==> src/rtl/monitor_mux_sequencer_pkg.sv <==
// monitor_pkg: shared constants, state type and channel decoder for the monitor mux sequencer
package monitor_pkg;
  localparam int N_CH = 40;
  localparam int CH_W = 6;
  typedef enum logic [2:0] {IDLE, BBM, SETTLE, CONVERT, OUTPUT} mon_state_t;
  function automatic logic [N_CH-1:0] ch2onehot(input logic [CH_W-1:0] ch);
    return (ch < CH_W'(N_CH)) ? ({{(N_CH-1){1'b0}}, 1'b1} << ch) : '0;
  endfunction
endpackage

==> src/rtl/monitor_mux_sequencer_if.sv <==
// monitor_mux_sequencer_if: request, mux select, ADC and result handshake signals
interface monitor_mux_sequencer_if #(parameter int ADC_W = 12);
  logic                             MonEn;
  logic                             Start;
  logic                             ScanMode;
  logic [monitor_pkg::CH_W-1:0]     ChSel;
  logic [monitor_pkg::CH_W-1:0]     ScanLast;
  logic [monitor_pkg::N_CH-1:0]     Select;
  logic                             AdcStart;
  logic                             AdcDone;
  logic [ADC_W-1:0]                 AdcData;
  logic                             ResValid;
  logic                             ResReady;
  logic [ADC_W-1:0]                 ResData;
  logic [monitor_pkg::CH_W-1:0]     ResCh;
  logic                             Busy;
  logic                             ErrCh;
  logic                             ErrTo;
  modport slave (
    input  MonEn, Start, ScanMode, ChSel, ScanLast, AdcDone, AdcData, ResReady,
    output Select, AdcStart, ResValid, ResData, ResCh, Busy, ErrCh, ErrTo
  );
  modport master (
    output MonEn, Start, ScanMode, ChSel, ScanLast, AdcDone, AdcData, ResReady,
    input  Select, AdcStart, ResValid, ResData, ResCh, Busy, ErrCh, ErrTo
  );
endinterface

==> src/rtl/monitor_mux_sequencer.sv <==
// monitor_mux_sequencer: break-before-make mux select, settle, ADC handshake and tagged results
module monitor_mux_sequencer import monitor_pkg::*; #(
  parameter int ADC_W         = 12,
  parameter int SETTLE_CYCLES = 16,
  parameter int ADC_TIMEOUT   = 1024
) (
  input  logic Clk,
  input  logic Reset,
  monitor_mux_sequencer_if.slave bus
);
  localparam int CNT_MAX = (SETTLE_CYCLES > ADC_TIMEOUT) ? SETTLE_CYCLES : ADC_TIMEOUT;
  localparam int CNT_W   = $clog2(CNT_MAX + 1);
  localparam logic [CNT_W-1:0] SET_LD = CNT_W'(SETTLE_CYCLES - 1);
  localparam logic [CNT_W-1:0] TO_LD  = CNT_W'(ADC_TIMEOUT - 1);
  mon_state_t         r_state, w_next;
  logic [CNT_W-1:0]   r_cnt;
  logic [CH_W-1:0]    r_cur_ch, r_last, r_res_ch;
  logic               r_scan, r_err_ch, r_err_to;
  logic [N_CH-1:0]    r_sel;
  logic [ADC_W-1:0]   r_res_data;
  logic [CH_W-1:0]    w_req_ch;
  logic               w_in_range, w_first, w_done, w_to, w_hs, w_more, w_accept, w_reject;
  assign w_req_ch   = bus.ScanMode ? bus.ScanLast : bus.ChSel;
  assign w_in_range = w_req_ch < CH_W'(N_CH);
  assign w_accept   = r_state == IDLE && bus.MonEn && bus.Start && w_in_range;
  assign w_reject   = r_state == IDLE && bus.MonEn && bus.Start && !w_in_range;
  // one shared down-counter: reload value in CONVERT marks the AdcStart cycle
  assign w_first    = r_state == CONVERT && r_cnt == TO_LD;
  assign w_done     = r_state == CONVERT && bus.MonEn && !w_first && bus.AdcDone;
  assign w_to       = r_state == CONVERT && bus.MonEn && !w_first && !bus.AdcDone && r_cnt == '0;
  assign w_hs       = r_state == OUTPUT && bus.ResReady;
  assign w_more     = r_scan && r_cur_ch < r_last;
  always_comb begin
    w_next = r_state;
    unique case (r_state)
      IDLE:    w_next = w_accept ? BBM : IDLE;
      BBM:     w_next = SETTLE;
      SETTLE:  w_next = (r_cnt == '0) ? CONVERT : SETTLE;
      CONVERT: w_next = (w_done || w_to) ? OUTPUT : CONVERT;
      OUTPUT:  w_next = bus.ResReady ? (w_more ? BBM : IDLE) : OUTPUT;
      default: w_next = IDLE;
    endcase
    if (!bus.MonEn) w_next = IDLE;
  end
  always_ff @(posedge Clk) begin
    if (Reset) begin
      r_state    <= IDLE;
      r_cnt      <= '0;
      r_cur_ch   <= '0;
      r_last     <= '0;
      r_scan     <= 1'b0;
      r_sel      <= '0;
      r_res_data <= '0;
      r_res_ch   <= '0;
      r_err_ch   <= 1'b0;
      r_err_to   <= 1'b0;
    end else begin
      r_state <= w_next;
      r_cnt   <= (r_state == BBM) ? SET_LD :
                 (r_state == SETTLE && r_cnt == '0) ? TO_LD :
                 (r_cnt != '0) ? r_cnt - 1'b1 : '0;
      r_sel   <= (!bus.MonEn || w_accept || (w_hs && w_more)) ? '0 :
                 (r_state == BBM) ? ch2onehot(r_cur_ch) : r_sel;
      if (w_accept) begin
        r_cur_ch <= bus.ScanMode ? '0 : bus.ChSel;
        r_scan   <= bus.ScanMode;
        r_last   <= bus.ScanLast;
        r_err_ch <= 1'b0;
      end
      if (w_reject) r_err_ch <= 1'b1;
      if (w_hs && w_more) r_cur_ch <= r_cur_ch + 1'b1;
      if (w_done) r_res_data <= bus.AdcData;
      if (w_to) begin
        r_res_data <= '1;
        r_err_to   <= 1'b1;
      end
      if (w_done || w_to) r_res_ch <= r_cur_ch;
    end
  end
  assign bus.Select   = r_sel;
  assign bus.AdcStart = w_first;
  assign bus.ResValid = r_state == OUTPUT;
  assign bus.ResData  = r_res_data;
  assign bus.ResCh    = r_res_ch;
  assign bus.Busy     = r_state != IDLE;
  assign bus.ErrCh    = r_err_ch;
  assign bus.ErrTo    = r_err_to;
  a_sel_onehot0: assert property (@(posedge Clk) disable iff (Reset) $onehot0(r_sel));
  a_settle_hot:  assert property (@(posedge Clk) disable iff (Reset) (r_state == SETTLE) |-> $onehot(r_sel));
endmodule

==> src/flat_wrapper.sv <==
// flat-port wrapper written by rule: the top's interface ports become plain ports
module monitor_mux_sequencer_flat import monitor_pkg::*;
#(
  parameter int ADC_W         = 12,
  parameter int SETTLE_CYCLES = 16,
  parameter int ADC_TIMEOUT   = 1024
)
  (Clk, Reset, bus_MonEn, bus_Start, bus_ScanMode, bus_ChSel, bus_ScanLast, bus_AdcDone, bus_AdcData, bus_ResReady, bus_Select, bus_AdcStart, bus_ResValid, bus_ResData, bus_ResCh, bus_Busy, bus_ErrCh, bus_ErrTo);
  monitor_mux_sequencer_if #(.ADC_W(ADC_W)) bus_i ();
  input  logic Clk;
  input  logic Reset;
  input wire logic [$bits(bus_i.MonEn)-1:0] bus_MonEn;
  input wire logic [$bits(bus_i.Start)-1:0] bus_Start;
  input wire logic [$bits(bus_i.ScanMode)-1:0] bus_ScanMode;
  input wire logic [$bits(bus_i.ChSel)-1:0] bus_ChSel;
  input wire logic [$bits(bus_i.ScanLast)-1:0] bus_ScanLast;
  input wire logic [$bits(bus_i.AdcDone)-1:0] bus_AdcDone;
  input wire logic [$bits(bus_i.AdcData)-1:0] bus_AdcData;
  input wire logic [$bits(bus_i.ResReady)-1:0] bus_ResReady;
  output wire logic [$bits(bus_i.Select)-1:0] bus_Select;
  output wire logic [$bits(bus_i.AdcStart)-1:0] bus_AdcStart;
  output wire logic [$bits(bus_i.ResValid)-1:0] bus_ResValid;
  output wire logic [$bits(bus_i.ResData)-1:0] bus_ResData;
  output wire logic [$bits(bus_i.ResCh)-1:0] bus_ResCh;
  output wire logic [$bits(bus_i.Busy)-1:0] bus_Busy;
  output wire logic [$bits(bus_i.ErrCh)-1:0] bus_ErrCh;
  output wire logic [$bits(bus_i.ErrTo)-1:0] bus_ErrTo;
  assign bus_i.MonEn = bus_MonEn;
  assign bus_i.Start = bus_Start;
  assign bus_i.ScanMode = bus_ScanMode;
  assign bus_i.ChSel = bus_ChSel;
  assign bus_i.ScanLast = bus_ScanLast;
  assign bus_i.AdcDone = bus_AdcDone;
  assign bus_i.AdcData = bus_AdcData;
  assign bus_i.ResReady = bus_ResReady;
  assign bus_Select = bus_i.Select;
  assign bus_AdcStart = bus_i.AdcStart;
  assign bus_ResValid = bus_i.ResValid;
  assign bus_ResData = bus_i.ResData;
  assign bus_ResCh = bus_i.ResCh;
  assign bus_Busy = bus_i.Busy;
  assign bus_ErrCh = bus_i.ErrCh;
  assign bus_ErrTo = bus_i.ErrTo;
  monitor_mux_sequencer #(.ADC_W(ADC_W), .SETTLE_CYCLES(SETTLE_CYCLES), .ADC_TIMEOUT(ADC_TIMEOUT)) u_core (.Clk(Clk), .Reset(Reset), .bus(bus_i));
endmodule
==> config.mk <==
export PLATFORM = sky130hd
export DESIGN_NAME = monitor_mux_sequencer_flat
export DESIGN_NICKNAME = d
export VERILOG_FILES = /design/src/rtl/monitor_mux_sequencer_pkg.sv /design/src/rtl/monitor_mux_sequencer_if.sv /design/src/rtl/monitor_mux_sequencer.sv /design/src/flat_wrapper.sv
export SDC_FILE = /design/constraint.sdc
export NUM_CORES = 1
export LEC_CHECK = 0
export ABC_AREA = 1
export CORE_MARGIN = 4
export CORE_UTILIZATION = 50
export CTS_CLUSTER_DIAMETER = 80
export DETAILED_ROUTE_END_ITERATION = 10
export MAX_ROUTING_LAYER = met4
export PLACE_DENSITY = 0.77
export SLEW_MARGIN = 20
export SYNTH_ARGS = -nofsm -noshare
export SYNTH_HDL_FRONTEND = slang
export SYNTH_SLANG_ARGS = --single-unit
==> constraint.sdc <==
create_clock -name Clk -period 2.2 [get_ports Clk]
set_input_delay 0.44 -clock Clk [delete_from_list [all_inputs] [get_ports Clk]]
set_output_delay 0.44 -clock Clk [all_outputs]
set_load 0.01 [all_outputs]
# Word-level counts from Yosys, hierarchy flattened
# Cells that the tools add are included.
[word_totals]
wordCells = 75
register_bits = 87
in_bits = 31
[classes]
n_mux = 18
bitwise_logic = 2
n_lt_le_gt_ge = 3
n_eq_ne = 5
n_shift = 1
addsub = 2
n_reduce_logical = 32
[op_table]
columns = ["cell", "n"]
rows = [
  ["$mux W40", 1],
  ["$shl A1 B6 Y40 const A", 1],
  ["$mux W12", 2],
  ["$mux W6", 4],
  ["$mux W10", 2],
  ["$pmux W3 S5", 1],
  ["$logic_and A1 B1 Y1", 14],
  ["$lt A6 B6 Y1 const B", 2],
  ["$eq A11 B10 Y1 const B", 1],
  ["$logic_not A11 Y1", 1],
  ["$reduce_bool A11 Y1", 1],
  ["$sub A11 B1 Y11 const B", 1],
  ["$add A6 B1 Y6 const B", 1],
  ["$eq A3 B2 Y1 const B", 2],
  ["$lt A6 B6 Y1", 1],
  ["$mux W3", 2],
  ["$reduce_bool A2 Y1", 3],
  ["$reduce_or A2 Y1", 3],
  ["$mux W1", 5],
  ["$logic_not A1 Y1", 4],
  ["$mux W4", 1],
  ["$reduce_or A4 Y1", 1],
  ["$eq A3 B1 Y1 const B", 1],
  ["$eq A3 B3 Y1 const B", 1],
  ["4 further kinds", 7],
]

# Depth between registers and ports, before layout
# Gate-level depths: netlist of the first run.
[depth]
ltp_word = 9
ltp_mapped = 11
ltp_nobuf = 11

# Worst setup path before layout of the first run
# No wires, ideal clock.
[synth_path]
path_type = "register to register"
from = "register u_core.r_last[3]"
to = "register u_core.r_sel[35] (netlist: u_core.bus.Select[35])"
arrival_time_ps = 1489
setup_ps = 117
path_stages_with_launch = 10
slack_ps = 594
cell_sequence = "dfxtp_1 -> inv_1 -> ha_1 -> nand2_1 -> inv_1 -> o21ai_0 -> nand3_2 -> nand4_2 -> buf_4 -> nor2_1"
[synth_via]
elab_chain_len = 5
[synth_lines]
columns = ["item", "line_no", "rtl"]
rows = [
  ["start: declaration", "monitor_mux_sequencer.sv:17", "logic [CH_W-1:0] r_cur_ch, r_last, r_res_ch;"],
  ["start signal: assignment", "monitor_mux_sequencer.sv:67", "r_last <= bus.ScanLast;"],
  ["$lt A6 B6 Y1", "monitor_mux_sequencer.sv:32", "assign w_more = r_scan && r_cur_ch < r_last;"],
  ["$logic_and A1 B1 Y1", "monitor_mux_sequencer.sv:32", ""],
  ["$logic_and A1 B1 Y1", "monitor_mux_sequencer.sv:62", "r_sel <= (!bus.MonEn || w_accept || (w_hs && w_more)) ? '0 :"],
  ["$logic_or A1 B1 Y1", "monitor_mux_sequencer.sv:62", ""],
  ["$reduce_or A2 Y1 (no source line)", "--", ""],
  ["end signal: assignment", "monitor_mux_sequencer.sv:62", ""],
  ["end: declaration", "monitor_mux_sequencer.sv:19", "logic [N_CH-1:0] r_sel;"],
]
# Every way passes these cells.
# A chain may end at the register's enable or synchronous reset.

# Final worst setup path of the first run
[layout_path]
from = "register u_core.r_state[0]"
to = "output port bus_ResValid"
[layout_via]
elab_chain_len = 1
[layout_lines]
columns = ["item", "line_no", "rtl"]
rows = [
  ["start: declaration", "monitor_mux_sequencer.sv:15", "mon_state_t r_state, w_next;"],
  ["start signal: assignment", "monitor_mux_sequencer.sv:58", "r_state <= w_next;"],
  ["$eq A3 B3 Y1", "monitor_mux_sequencer.sv:82", "assign bus.ResValid = r_state == OUTPUT;"],
  ["end: declaration", "flat_wrapper.sv:22", "output wire logic [$bits(bus_i.ResValid)-1:0] bus_ResValid;"],
]
# Every way passes these cells.

==> results of run 1 <==
-- metrics by stage --
stage | util | cell area (um^2) | total power (uW)
3_3_place_gp | 0.648 | 5010 | 2540
2_1_floorplan | - | 3980 | 2370
3_5_place_dp | 0.648 | 5010 | 2570
4_1_cts | 0.671 | 5190 | 3590
6_report | 0.671 | 5190 | 3570
5_1_grt | 0.671 | 5190 | 3780
-- routing by layer --
metal | routed length (um) | global-route usage | vias to the layer above
met1 | 4200 | 0.255 | 1682
li1 | - | - | 1864
met2 | 4790 | 0.364 | 84
met3 | 474 | 0.0409 | 7
met5 | 0 | - | -
met4 | 74 | 0.0469 | 0
-- power groups by stage --
stage / clock network, uW / logic [uW] / registers (uW)
after floorplan: 0 / 634 / 1740
final: 1030 / 817 / 1720
after CTS: 1050 / 821 / 1720
after global routing: 1120 / 926 / 1730
after global placement: 0 / 787 / 1750
after detailed placement: 0 / 816 / 1760
-- sequential cells by signal, indices dropped and copies added (netlist names) --
| signal | count |
|---|---|
| u_core.bus.Select | 40 |
| u_core.r_last | 6 |
| u_core.bus.ResData | 12 |
| u_core.r_cnt | 11 |
| u_core.bus.ErrCh | 1 |
| u_core.bus.ErrTo | 1 |
| u_core.r_state | 3 |
| u_core.bus.ResCh | 6 |
| u_core.r_cur_ch | 6 |
| u_core.r_scan | 1 |
-- worst register-to-register path, delay by kind of cell (launching register included) --
kind                       cells  cell delay (ns)
buffers and inverters          3             0.30
AOI/OAI and AO/OA              2             0.42
DFF                            1             0.33
and+or+nand+nor                3             0.42
adders and majority gates      1             0.30
-- cell type report --
| type | instances | area share |
|---|---|---|
| well taps | 102 | 0.0246 |
| multi-input cells | 352 | 0.364 |
| clock buffers | 9 | 0.0239 |
| flip-flops and latches | 87 | 0.336 |
| repair buffers | 107 | 0.202 |
| inverters | 54 | 0.0391 |
| clock inverters | 7 | 0.0109 |
-- cells by family after synthesis --
group,after synthesis
adder cells (fa/ha/maj),13
flip-flops,87
buffers and inverters,75
AND/OR/NAND/NOR,224
XOR/XNOR,5
AO/OA/AOI/OAI,110
-- worst paths after layout --
check	end	slack, ns
max reg2reg	u_core.bus.Select[13]	0.33
max	bus_ResValid	0.13
min	u_core.bus.ResCh[1]	0.47
min reg2reg	u_core.bus.ResCh[1]	0.47
-- layout by cell type, fill, tap and decap left out, types with 13 or more instances in the layout --
cell	count
dfxtp_1	87
buf_4	13
ha_1	13
clkdlybuf4s50_1	92
a22oi_1	31
nand3_1	14
inv_1	48
nor2_1	84
o21ai_0	28
a21oi_1	36
nand2_1	92
==> metrics.md, run 1 <==
| Metric | Value |
|---|---|
| Status | `complete, no violations` |
| I/O Buffers | `93` |
| Vias | `3,637` |
| Critical path class | `flip-flop to primary output` |
| Leakage | `0.00204 uW` |
| Final Cycle Share | `0.942` |
| Arrival time at the worst endpoint | `1.63 ns` |
| CP Capture Type | `primary output` |
| Clock power frac | `0.290` |
| CORE AREA | `7730 um^2` |
| Grt ovf | `0` |
| Post-synth top area cell | `dfxtp_1` |
| Top Family by Delay on Critical Path | `buffers and inverters` |
| EDFF count, synth | `0` |
| Hold Slack | `0.465 ns` |
| Final Max Slew Viols | `0` |
| Hold path cells | `2` |
| Die W | `97.2 um` |
| Maximum VDD drop | `0.567 mV` |
| Share of cells above drive strength 1 | `0.114` |
| Sw frac | `0.330` |
| Die ar. | `9460 um^2` |
| Wirelength per Cell | `13.3 um` |
| Max-cap viol count | `0` |
| Rel. slew slack | `0.578` |
| Synth area leaders | `dfxtp_1, nand2_1, nor2_1, a22oi_1, a21oi_1` |
| Netlist cell types | `39` |
| Tmin final | `2.07 ns` |
| Synth Area in XOR/XNOR | `0.0110` |
| Post-synth top flop | `dfxtp_1` |
| Placed cell count | `702` |
| Cts hold-fix bufs | `0` |
| Pwr/cell area | `689 nW/um^2` |
| Max Clock Freq | `483 MHz` |
| H-tree levels | `3` |
| ANT nets after route | `0` |
| Synth-to-layout area growth | `30.2%` |
| Yosys warnings | `0` |
| Pin count of the biggest net entering global routing | `41` |
| Setup TNS | `0 ns` |
| First-pass GRT wire length | `16.2 mm` |
| Gr usage total | `0.210` |
| Synth cell count leaders | `nand2_1, dfxtp_1, nor2_1` |
| CP required | `1.76 ns` |
| Count leader, synth | `nand2_1` |
| Post-CTS setup buffer count | `0` |
| Worst skew pair latency | `0.36 ns` |
| FILL cells | `668` |
| Setup crit start | `u_core.r_state[0]` |
| CP Cell Sequence | `nor2_1, nand2_1, inv_1, clkdlybuf4s50_1` |
| Final GP Congestion | `0.929` |
| Bufs and invs on worst path | `2` |
| Vias in the first global route | `3,520` |
| Post-Syn Area per Cell | `7.75 um^2` |
| Seq/Total Area, Yosys | `0.437` |
| Synth Area in Adders | `0.0408` |
| Critical path depth in cells | `4` |
| Initial antenna violation count | `0` |
| # rows | `32` |
| Slowest-stage cell, CP | `clkdlybuf4s50_1` |
| Pre-CTS setup slack | `0.145 ns` |
| Ant. Diodes | `0` |
| Crit-path max cell delay | `0.55 ns` |
| Tightest Pin Transition | `0.631 ns` |
| Clock skew | `0.00991 ns` |
| Post-route DRC | `0` |
| DP HPWL | `7.32 mm` |
| Cells after Synth | `514` |
| Drt first-iter violations | `176` |
| Boundary Pins | `94` |
| Post-synthesis simple-gate area fraction | `0.252` |
| Sequential cell area | `1740 um^2` |
| CTS Buffer Depth | `2` |
| Worst r2r src | `u_core.r_last[3]` |
| Largest family of logic cells by synthesized area | `simple AND/OR/NAND/NOR gates` |
| CTS sink count | `87` |
| Post-Layout Cell Count | `718` |
| P_sw | `1180 uW` |
| CP startpoint kind | `flip-flop` |
| Die Span Y | `97.2 um` |
| Critical path fanouts, max | `4` |
| Sequential power share | `0.482` |
| Clock slew at reported path FFs | `0.09 ns` |
| Internal cell power | `2390 uW` |
| Post-synthesis mux area share | `0` |
| Syn_nets | `558` |
| First-pass DRT Iterations | `4` |
| Combinational power share | `0.229` |
| Final hold vios | `0` |
| Setup violations, final | `0` |
| Multi-input logic area | `1890 um^2` |
| Total clock buffers created by CTS | `9` |
| Initial Util | `0.515` |
| Top cell type's share of synthesized area | `0.437` |
| Nets | `655` |
| #FFs+latches synth | `87` |
| Worst r2r path cells | `9` |
| HP Class | `flip-flop to flip-flop` |
| Compound-Gate Fraction of Synth Area | `0.170` |
| Async S/R FF share, synth | `0` |
| Cts repair resizes | `1` |
| Setup ws final | `0.128 ns` |
| Via-to-Cell Ratio | `5.07` |
| Unrepaired setup endpoints after global routing | `no` |
| Root Buffer | `clkbuf_8` |
| WL final | `9.54 mm` |
| CTS tree | `done` |
| Synth Cell Area | `3980 um^2` |
| Hold Startpoint | `u_core.bus.ResCh[1]` |
Power figures use the tool's default switching activity.
==> run 2: changes to the inputs <==
--- a/config.mk
+++ b/config.mk
@@ -6,7 +6,6 @@
 export NUM_CORES = 1
 export LEC_CHECK = 0
 export ABC_AREA = 1
-export CORE_MARGIN = 4
 export CORE_UTILIZATION = 50
 export CTS_CLUSTER_DIAMETER = 80
 export DETAILED_ROUTE_END_ITERATION = 10
==> metrics.md, run 2 (synthesis gave the netlist of run 1 again) <==
| Metric | Value |
|---|---|
| Status | `complete, no violations` |
| Slowest-stage cell, CP | `clkdlybuf4s50_1` |
| Tmin final | `2.09 ns` |
| Rel. slew slack | `0.592` |
| Nets | `654` |
| CTS tree | `done` |
| Arrival time at the worst endpoint | `1.65 ns` |
| Combinational power share | `0.223` |
| CP Cell Sequence | `nor2_2, nand2_1, inv_1, clkdlybuf4s50_1` |
| Worst r2r path cells | `9` |
| Most frequent cells in the layout | `nand2_1, clkdlybuf4s50_1, dfxtp_1` |
| Pwr/cell area | `704 nW/um^2` |
| Tightest Pin Transition | `0.609 ns` |
| Unrepaired setup endpoints after global routing | `no` |
| Maximum VDD drop | `0.432 mV` |
| # rows | `32` |
| Pin count of the biggest net entering global routing | `41` |
| CP Capture Type | `primary output` |
| Initial Util | `0.515` |
| H-tree levels | `3` |
| Final Max Slew Viols | `0` |
| CP required | `1.76 ns` |
| Setup TNS | `0 ns` |
| Vias | `3,712` |
| Gr usage total | `0.250` |
| Worst skew pair latency | `0.38 ns` |
| First-pass DRT Iterations | `5` |
| P_sw | `1230 uW` |
| Final hold vios | `0` |
| ANT nets after route | `0` |
| Synth-to-layout area growth | `30.5%` |
| I/O Buffers | `93` |
| CORE AREA | `7730 um^2` |
| Initial antenna violation count | `0` |
| DP HPWL | `7.09 mm` |
| Max-cap viol count | `0` |
| Crit-path max cell delay | `0.55 ns` |
| Root Buffer | `clkbuf_8` |
| Final Cycle Share | `0.952` |
| Die Span Y | `91.2 um` |
| Clock skew | `0.0126 ns` |
| Share of cells above drive strength 1 | `0.114` |
| Bufs and invs on worst path | `2` |
| Cts repair resizes | `1` |
| Wirelength per Cell | `13.3 um` |
| Critical path depth in cells | `4` |
| Post-route DRC | `0` |
| First-pass GRT wire length | `16.1 mm` |
| Placed cell count | `701` |
| Drt first-iter violations | `201` |
| Setup ws final | `0.106 ns` |
| CTS sink count | `87` |
| Critical path fanouts, max | `4` |
| Final GP Congestion | `0.907` |
| Via-to-Cell Ratio | `5.18` |
| Total clock buffers created by CTS | `9` |
| CP startpoint kind | `flip-flop` |
| Internal cell power | `2420 uW` |
| Max Clock Freq | `478 MHz` |
| Pre-CTS setup slack | `0.138 ns` |
| Die ar. | `8330 um^2` |
| CTS Buffer Depth | `2` |
| Sw frac | `0.337` |
| Post-CTS setup buffer count | `0` |
| Boundary Pins | `94` |
| Leakage | `0.00206 uW` |
| HP Class | `flip-flop to flip-flop` |
| Max reg flops | `40` |
| Hold path cells | `2` |
| WL final | `9.54 mm` |
| Clock slew at reported path FFs | `0.09 ns` |
| Sequential power share | `0.471` |
| Vias in the first global route | `3,528` |
| Ant. Diodes | `0` |
| Cts hold-fix bufs | `0` |
| Top Family by Delay on Critical Path | `buffers and inverters` |
| Setup violations, final | `0` |
| Clock power frac | `0.307` |
| Die W | `91.2 um` |
| Critical path class | `flip-flop to primary output` |
| Grt ovf | `0` |
| Post-Layout Cell Count | `717` |
run 2: worst paths after layout:
| kind | startpoint | end | slack, ns |
|---|---|---|---|
| max reg2reg | u_core.r_last[3] | u_core.bus.Select[13] | 0.30 |
| min | u_core.bus.Select[21] | u_core.bus.Select[21] | 0.47 |
| min reg2reg | u_core.bus.Select[21] | u_core.bus.Select[21] | 0.47 |
| max | u_core.r_state[0] | bus_ResValid | 0.11 |
run 2: stage by stage:
step	area, um^2	total power (uW)	hold WS, ns	utilization
after floorplan	3980	2370	0.435	-
after global placement	5000	2540	0.449	0.647
after detailed placement	5000	2570	0.454	0.647
after CTS	5190	3680	0.467	0.672
after global routing	5200	3870	0.495	0.672
final	5200	3660	0.466	0.672
run 2: final cells by class:
class / count / area (um^2)
Clock inverter: 7 / 71.3
Clock buffer: 9 / 124
Tap cell: 102 / 128
Multi-Input combinational cell: 352 / 1890
Fill cell: 665 / 2530
Inverter: 54 / 203
Sequential cell: 87 / 1740
Timing Repair Buffer: 106 / 1040
run 2: worst min-delay path: cells and delay by family (launching register included):
kind | cells | cell delay, ns
AO/OA/AOI/OAI | 1 | 0.05
flip-flops | 1 | 0.32
AND/OR/NAND/NOR | 1 | 0.06
run 2: layer usage:
metal	up-vias	part of all wire	GRT usage
met5	-	0	-
met4	0	0.017	0.103
met3	16	0.054	0.0402
met2	112	0.49	0.408
met1	1717	0.44	0.309
li1	1867	-	-
run 2: power by group through the flow:
stage          Sequential (uW)  Clock, uW  Combinational (uW)
6_report                  1720       1120                 815
5_1_grt                   1730       1200                 932
4_1_cts                   1720       1140                 819
3_5_place_dp              1760          0                 815
3_3_place_gp              1750          0                 784
2_1_floorplan             1740          0                 634
